`src/rtl/spi_slave_param.sv`:
```
// SPI slave front-end for the single-port RAM: cmd+payload frames in on mosi, read data out on miso.
// Define SPI_FRAME_ERR_EN to expose the frame_err pulse (abort, TX timeout, read-sequence error).
module spi_slave_param #(
   parameter int DATA_W     = 8,
   parameter int TX_TIMEOUT = 16
) (
   input  logic              clk,
   input  logic              rst,
   input  logic              ss_n,
   input  logic              mosi,
   output logic              miso,
   output logic [DATA_W+1:0] rx_data,
   output logic              rx_valid,
   input  logic [DATA_W-1:0] tx_data,
   input  logic              tx_valid
`ifdef SPI_FRAME_ERR_EN
   ,
   output logic              frame_err
`endif
);

   localparam int FRAME_W = DATA_W + 2;
   localparam int CNT_W   = $clog2(FRAME_W + 1);
   localparam int TMO_W   = (TX_TIMEOUT > 0) ? $clog2(TX_TIMEOUT + 1) : 1;

   localparam logic [CNT_W-1:0] RX_LAST  = CNT_W'(FRAME_W - 1);
   localparam logic [CNT_W-1:0] TX_LAST  = CNT_W'(DATA_W - 1);
   localparam logic [TMO_W-1:0] TMO_LAST = (TX_TIMEOUT > 0) ? TMO_W'(TX_TIMEOUT - 1) : '0;

   typedef enum logic [2:0] {IDLE, CHK_CMD, RX, TX_WAIT, TX_SHIFT, DONE} state_t;

   state_t             state, next_state;
   logic [FRAME_W-2:0] frame_sr;
   logic [FRAME_W-1:0] frame_full;
   logic [CNT_W-1:0]   bit_cnt;
   logic [TMO_W-1:0]   tmo_cnt;
   logic [DATA_W-1:0]  shreg;
   logic               rd_addr_seen;
   logic               active, abort, rx_last, rd_addr_cmd, rd_data_cmd;
   logic               seq_err, rx_done, tx_accept, timeout, tx_last;

   always_ff @(posedge clk) begin
      if (rst) state <= IDLE;
      else     state <= next_state;
   end

   // NOTE: every signal gets a default before any branch, so no path can infer a latch.
   always_comb begin
      frame_full  = {frame_sr, mosi};
      rd_addr_cmd = (frame_full[FRAME_W-1 -: 2] == 2'b10);
      rd_data_cmd = (frame_full[FRAME_W-1 -: 2] == 2'b11);
      active      = state inside {CHK_CMD, RX, TX_WAIT, TX_SHIFT};
      abort       = active && ss_n;
      rx_last     = (state == RX) && !ss_n && (bit_cnt == RX_LAST);
      seq_err     = rx_last && rd_data_cmd && !rd_addr_seen;
      rx_done     = rx_last && !seq_err;
      tx_accept   = (state == TX_WAIT) && !ss_n && tx_valid;
      // A tx_valid arriving on the expiry cycle wins over the timeout.
      timeout     = (TX_TIMEOUT > 0) && (state == TX_WAIT) && !ss_n && !tx_valid
                    && (tmo_cnt == TMO_LAST);
      tx_last     = (state == TX_SHIFT) && !ss_n && (bit_cnt == TX_LAST);

      next_state = state;
      if (abort) begin
         next_state = IDLE;
      end else begin
         case (state)
            IDLE:     if (!ss_n) next_state = CHK_CMD;
            CHK_CMD:  next_state = RX;
            RX:       if (rx_last) next_state = (rd_data_cmd && !seq_err) ? TX_WAIT : DONE;
            TX_WAIT:  if (tx_accept) next_state = TX_SHIFT;
                      else if (timeout) next_state = DONE;
            TX_SHIFT: if (tx_last) next_state = DONE;
            DONE:     if (ss_n) next_state = IDLE;
            default:  next_state = IDLE;
         endcase
      end
   end

   // NOTE: sequential state uses non-blocking assignments so all registers update together.
   always_ff @(posedge clk) begin
      if (rst) begin
         miso         <= 1'b0;
         rx_valid     <= 1'b0;
         rx_data      <= '0;
         rd_addr_seen <= 1'b0;
         frame_sr     <= '0;
         bit_cnt      <= '0;
         tmo_cnt      <= '0;
         shreg        <= '0;
      end else begin
         rx_valid <= rx_done;
         if (rx_done) rx_data <= frame_full;

         if (rx_last && rd_addr_cmd)      rd_addr_seen <= 1'b1;
         else if (rx_done && rd_data_cmd) rd_addr_seen <= 1'b0;

         // Exactly FRAME_W-1 bits shift in before completion, so stale bits fall out.
         if ((state == CHK_CMD || state == RX) && !ss_n) frame_sr <= frame_full[FRAME_W-2:0];

         case (state)
            CHK_CMD:      bit_cnt <= CNT_W'(1);
            RX, TX_SHIFT: bit_cnt <= bit_cnt + 1'b1;
            default:      bit_cnt <= '0;
         endcase

         if (state == TX_WAIT) tmo_cnt <= (tmo_cnt == '1) ? tmo_cnt : tmo_cnt + 1'b1;
         else                  tmo_cnt <= '0;

         if (tx_accept)              shreg <= tx_data;
         else if (state == TX_SHIFT) shreg <= shreg << 1;

         miso <= (state == TX_SHIFT && !ss_n) ? shreg[DATA_W-1] : 1'b0;
      end
   end

`ifdef SPI_FRAME_ERR_EN
   always_ff @(posedge clk) begin
      if (rst) frame_err <= 1'b0;
      else     frame_err <= abort || timeout || seq_err;
   end
`endif

endmodule

```
`config.mk`:
```
export PLATFORM = sky130hd
export DESIGN_NAME = spi_slave_param
export DESIGN_NICKNAME = d
export VERILOG_FILES = /design/src/rtl/spi_slave_param.sv
export SDC_FILE = /design/constraint.sdc
export NUM_CORES = 1
export LEC_CHECK = 0
export CORE_MARGIN = 4
export CORE_UTILIZATION = 55
export DETAILED_ROUTE_END_ITERATION = 10
export PLACE_DENSITY = 0.8
export SETUP_SLACK_MARGIN = 0.1
export SYNTH_ARGS = -nofsm -noshare
export SYNTH_HDL_FRONTEND = slang
export SYNTH_SLANG_ARGS = --single-unit
export TNS_END_PERCENT = 10
```
`constraint.sdc`:
```
create_clock -name clk -period 4.8 [get_ports clk]
set_input_delay 0.48 -clock clk [delete_from_list [all_inputs] [get_ports clk]]
set_output_delay 0.48 -clock clk [all_outputs]
set_load 0.005 [all_outputs]
```
==> metrics <==
cell area after synthesis approximately 1900 µm²; Placed Cells 252; Core Region between 3000 and 4000 µm²; starting density of the core 0.5714; normalized max-slew margin 0.4467; Boundary Pins 25; FILL cells between 200 and 300; final net count ~230; # DRC 0; maximum clock path buffer count 2; FMAX roughly 0.49 GHz; clk_skew around 0.0071 ns; Tot GR Track Use 0.1723; Seq cells post-synth 42; Cells after Synth 194; initial antenna violation count 0; drt pass-1 iters 4; Final Slew Violations 0; Num CTS Buffers 5; Die ar. about 4500 µm²; via count between 1000 and 1500; Worst Path Required roughly 5.1 ns; Layout area overhead 15.03%; syn_nets between 200 and 250; CP Launch Type input pin; ratio of cells with drive above 1 in the final layout 0.08411; Iter 0 DRT Violations 86; Max Cap Violations 0; die width ~67 µm; Synthesis Warnings 0; run status completed; Power Dens Cells 364.9 nW/µm²; Avg Cell Area, Syn a little under 10 µm²; placed cell areas between 2000 and 2500 µm²; RSZ-0062 raised after global routing false; worst vdd ir approximately 240 µV; CTS Hold Bufs 0; endpoints failing setup 0; ANT nets after route 0; Post-Layout Cell Count 260; Slew @ Worst Pin 0.8264 ns; Finished Cell Area 2193 µm²; CTS tree built; largest net degree at the start of global routing 34; drt total wl 3411 µm; Die Y roughly 67 µm; Async SR Flop Fraction 0; Tcrit/Tclk final 0.4286; total gr overflow 0; Hold Violations, Final 0; global-route wire length before repair about 5800 µm; EDFF count, synth 0; Clock Latency Late Sink ~0.35 ns; Final HPWL DP roughly 2500 µm; clock slew at reported path FFs around 0.12 ns; vias in the first global route roughly 1400; post-synthesis cell type count 40; row count 21; CP endpoint kind register; clk root buf clkbuf_4; hold_ws 0.5042 ns; clk sink count 42; routed vias/inst approximately 5.5; HP Class register to register; fin crit period roughly 2.1 ns; Post-CTS Repair Setup Buffers 0; Crit path arrival time 2.35 ns; post_cts resized 0; IO buf count 24; leakage power just over 0.9 nW; Routed wire per std cell roughly 13 µm; # H-tree levels 2; final setup TNS 0 ns; Worst Path Max Fanout 11; CP Class input pin to register; antenna cell count 0; global placement routability congestion 0.7432; sequential-to-total area share from yosys stat 0.4409; Synth Flop Type dfxtp_1
## area by class of cell
class	instances	area (µm²)	area share
multi-input cells	134	964.7	0.4398
flip-flops and latches	42	840.8	0.3833
repair buffers	25	247.7	0.1129
well taps	46	57.56	0.02624
clock buffers	7	55.05	0.02510
inverters	5	18.77	0.008557
clock inverters	1	8.758	0.003993
## cells in the mapped netlist, types with 3 or more instances
cell | number | area (µm²)
xnor2_1 | 4 | 35.03
a211oi_2 | 3 | 37.54
dfxtp_1 | 42 | 840.8
nand3_1 | 3 | 15.01
mux2i_1 | 28 | 280.3
a21oi_1 | 8 | 40.04
nor2b_1 | 4 | 25.02
buf_6 | 3 | 33.78
clkbuf_1 | 5 | 18.77
or3_1 | 3 | 18.77
buf_2 | 3 | 15.01
nand2_1 | 4 | 15.01
nor2_1 | 39 | 146.4
ha_1 | 5 | 62.56
inv_1 | 5 | 18.77
a211oi_1 | 7 | 52.55
xor2_1 | 3 | 26.28
## path summary, 6_finish.rpt
check,from,to,slack (ns),cells after the start
hold reg to reg,rd_addr_seen,rd_addr_seen,0.50,2
hold / removal,rd_addr_seen,rd_addr_seen,0.50,2
setup reg to reg,state[2],shreg[4],2.92,3
setup / recovery,ss_n,rx_data[8],2.74,5
## metrics by stage
stage | utilization | total power [mW] | worst slack (ns)
after floorplan | - | 0.6012 | 3.110
after global placement | 0.6382 | 0.6077 | 2.506
after detailed placement | 0.6382 | 0.6191 | 2.370
after CTS | 0.6573 | 0.8056 | 2.744
after global routing | 0.6573 | 0.8440 | 2.631
final | 0.6573 | 0.8003 | 2.743
## report_power, final
part / total, mW / internal, mW / switching [mW]
registers: 0.421 / 0.370 / 0.0513
logic: 0.191 / 0.0968 / 0.0939
clock network: 0.188 / 0.0738 / 0.114
## layer usage
| metal | wire (µm) | vias to the layer above | global-route usage |
|---|---|---|---|
| met5 | 0 | - | 0 |
| met4 | 86 | 0 | 0.09114 |
| met3 | 143 | 10 | 0.04047 |
| met2 | 1682 | 30 | 0.2908 |
| met1 | 1499 | 679 | 0.2002 |
| li1 | - | 703 | - |
## cell families after synthesis
| family | count (synthesis) | synth area share |
|---|---|---|
| muxes | 28 | 0.1470 |
| DFF | 42 | 0.4409 |
| buffers and inverters | 18 | 0.05315 |
| AOI/OAI and AO/OA | 25 | 0.1017 |
| xor gates and xnor gates | 7 | 0.03215 |
| and+or+nand+nor | 69 | 0.1923 |
| adders and majority gates | 5 | 0.03281 |
## flip-flops by register name (all words and copies together) (netlist names)
register and flops:
rx_valid 1, tmo_cnt 5, shreg 8, miso 1, rd_addr_seen 1, bit_cnt 4
rx_data 10, frame_sr 9, state 3
## placed cells by master, fill, tap and decap left out, drive strengths merged
cell type / synthesis / routed
dfxtp: 42 / 42
nor2: 39 / 39
mux2i: 28 / 28
clkdlybuf4s50: 0 / 24
a211oi: 10 / 10
a21oi: 8 / 8
clkbuf: 5 / 7
inv: 5 / 6
ha: 5 / 5
nor2b: 5 / 5
nand2: 4 / 4
xnor2: 4 / 4
nand3: 3 / 3
or3: 3 / 3
xor2: 3 / 3
and3: 2 / 2
or2: 2 / 2
o21ai: 2 / 2
nand4b: 2 / 2
nor3: 2 / 2
and4bb: 1 / 1
nand2b: 1 / 1
a221o: 1 / 1
o21ba: 1 / 1
nor3b: 1 / 1
and2b: 1 / 1
nand3b: 1 / 1
o221a: 1 / 1
o2111ai: 1 / 1
nand4: 1 / 1
a22oi: 1 / 1
nand4bb: 1 / 1
buf: 8 / 1
## worst max-delay path, stage by stage
cell             delay, ns
clkdlybuf4s50_1       0.60
and4bb_4              0.45
o2111ai_2             0.40
nor2b_4               0.27
nor3_2                0.13
Power figures use the tool's default switching activity.
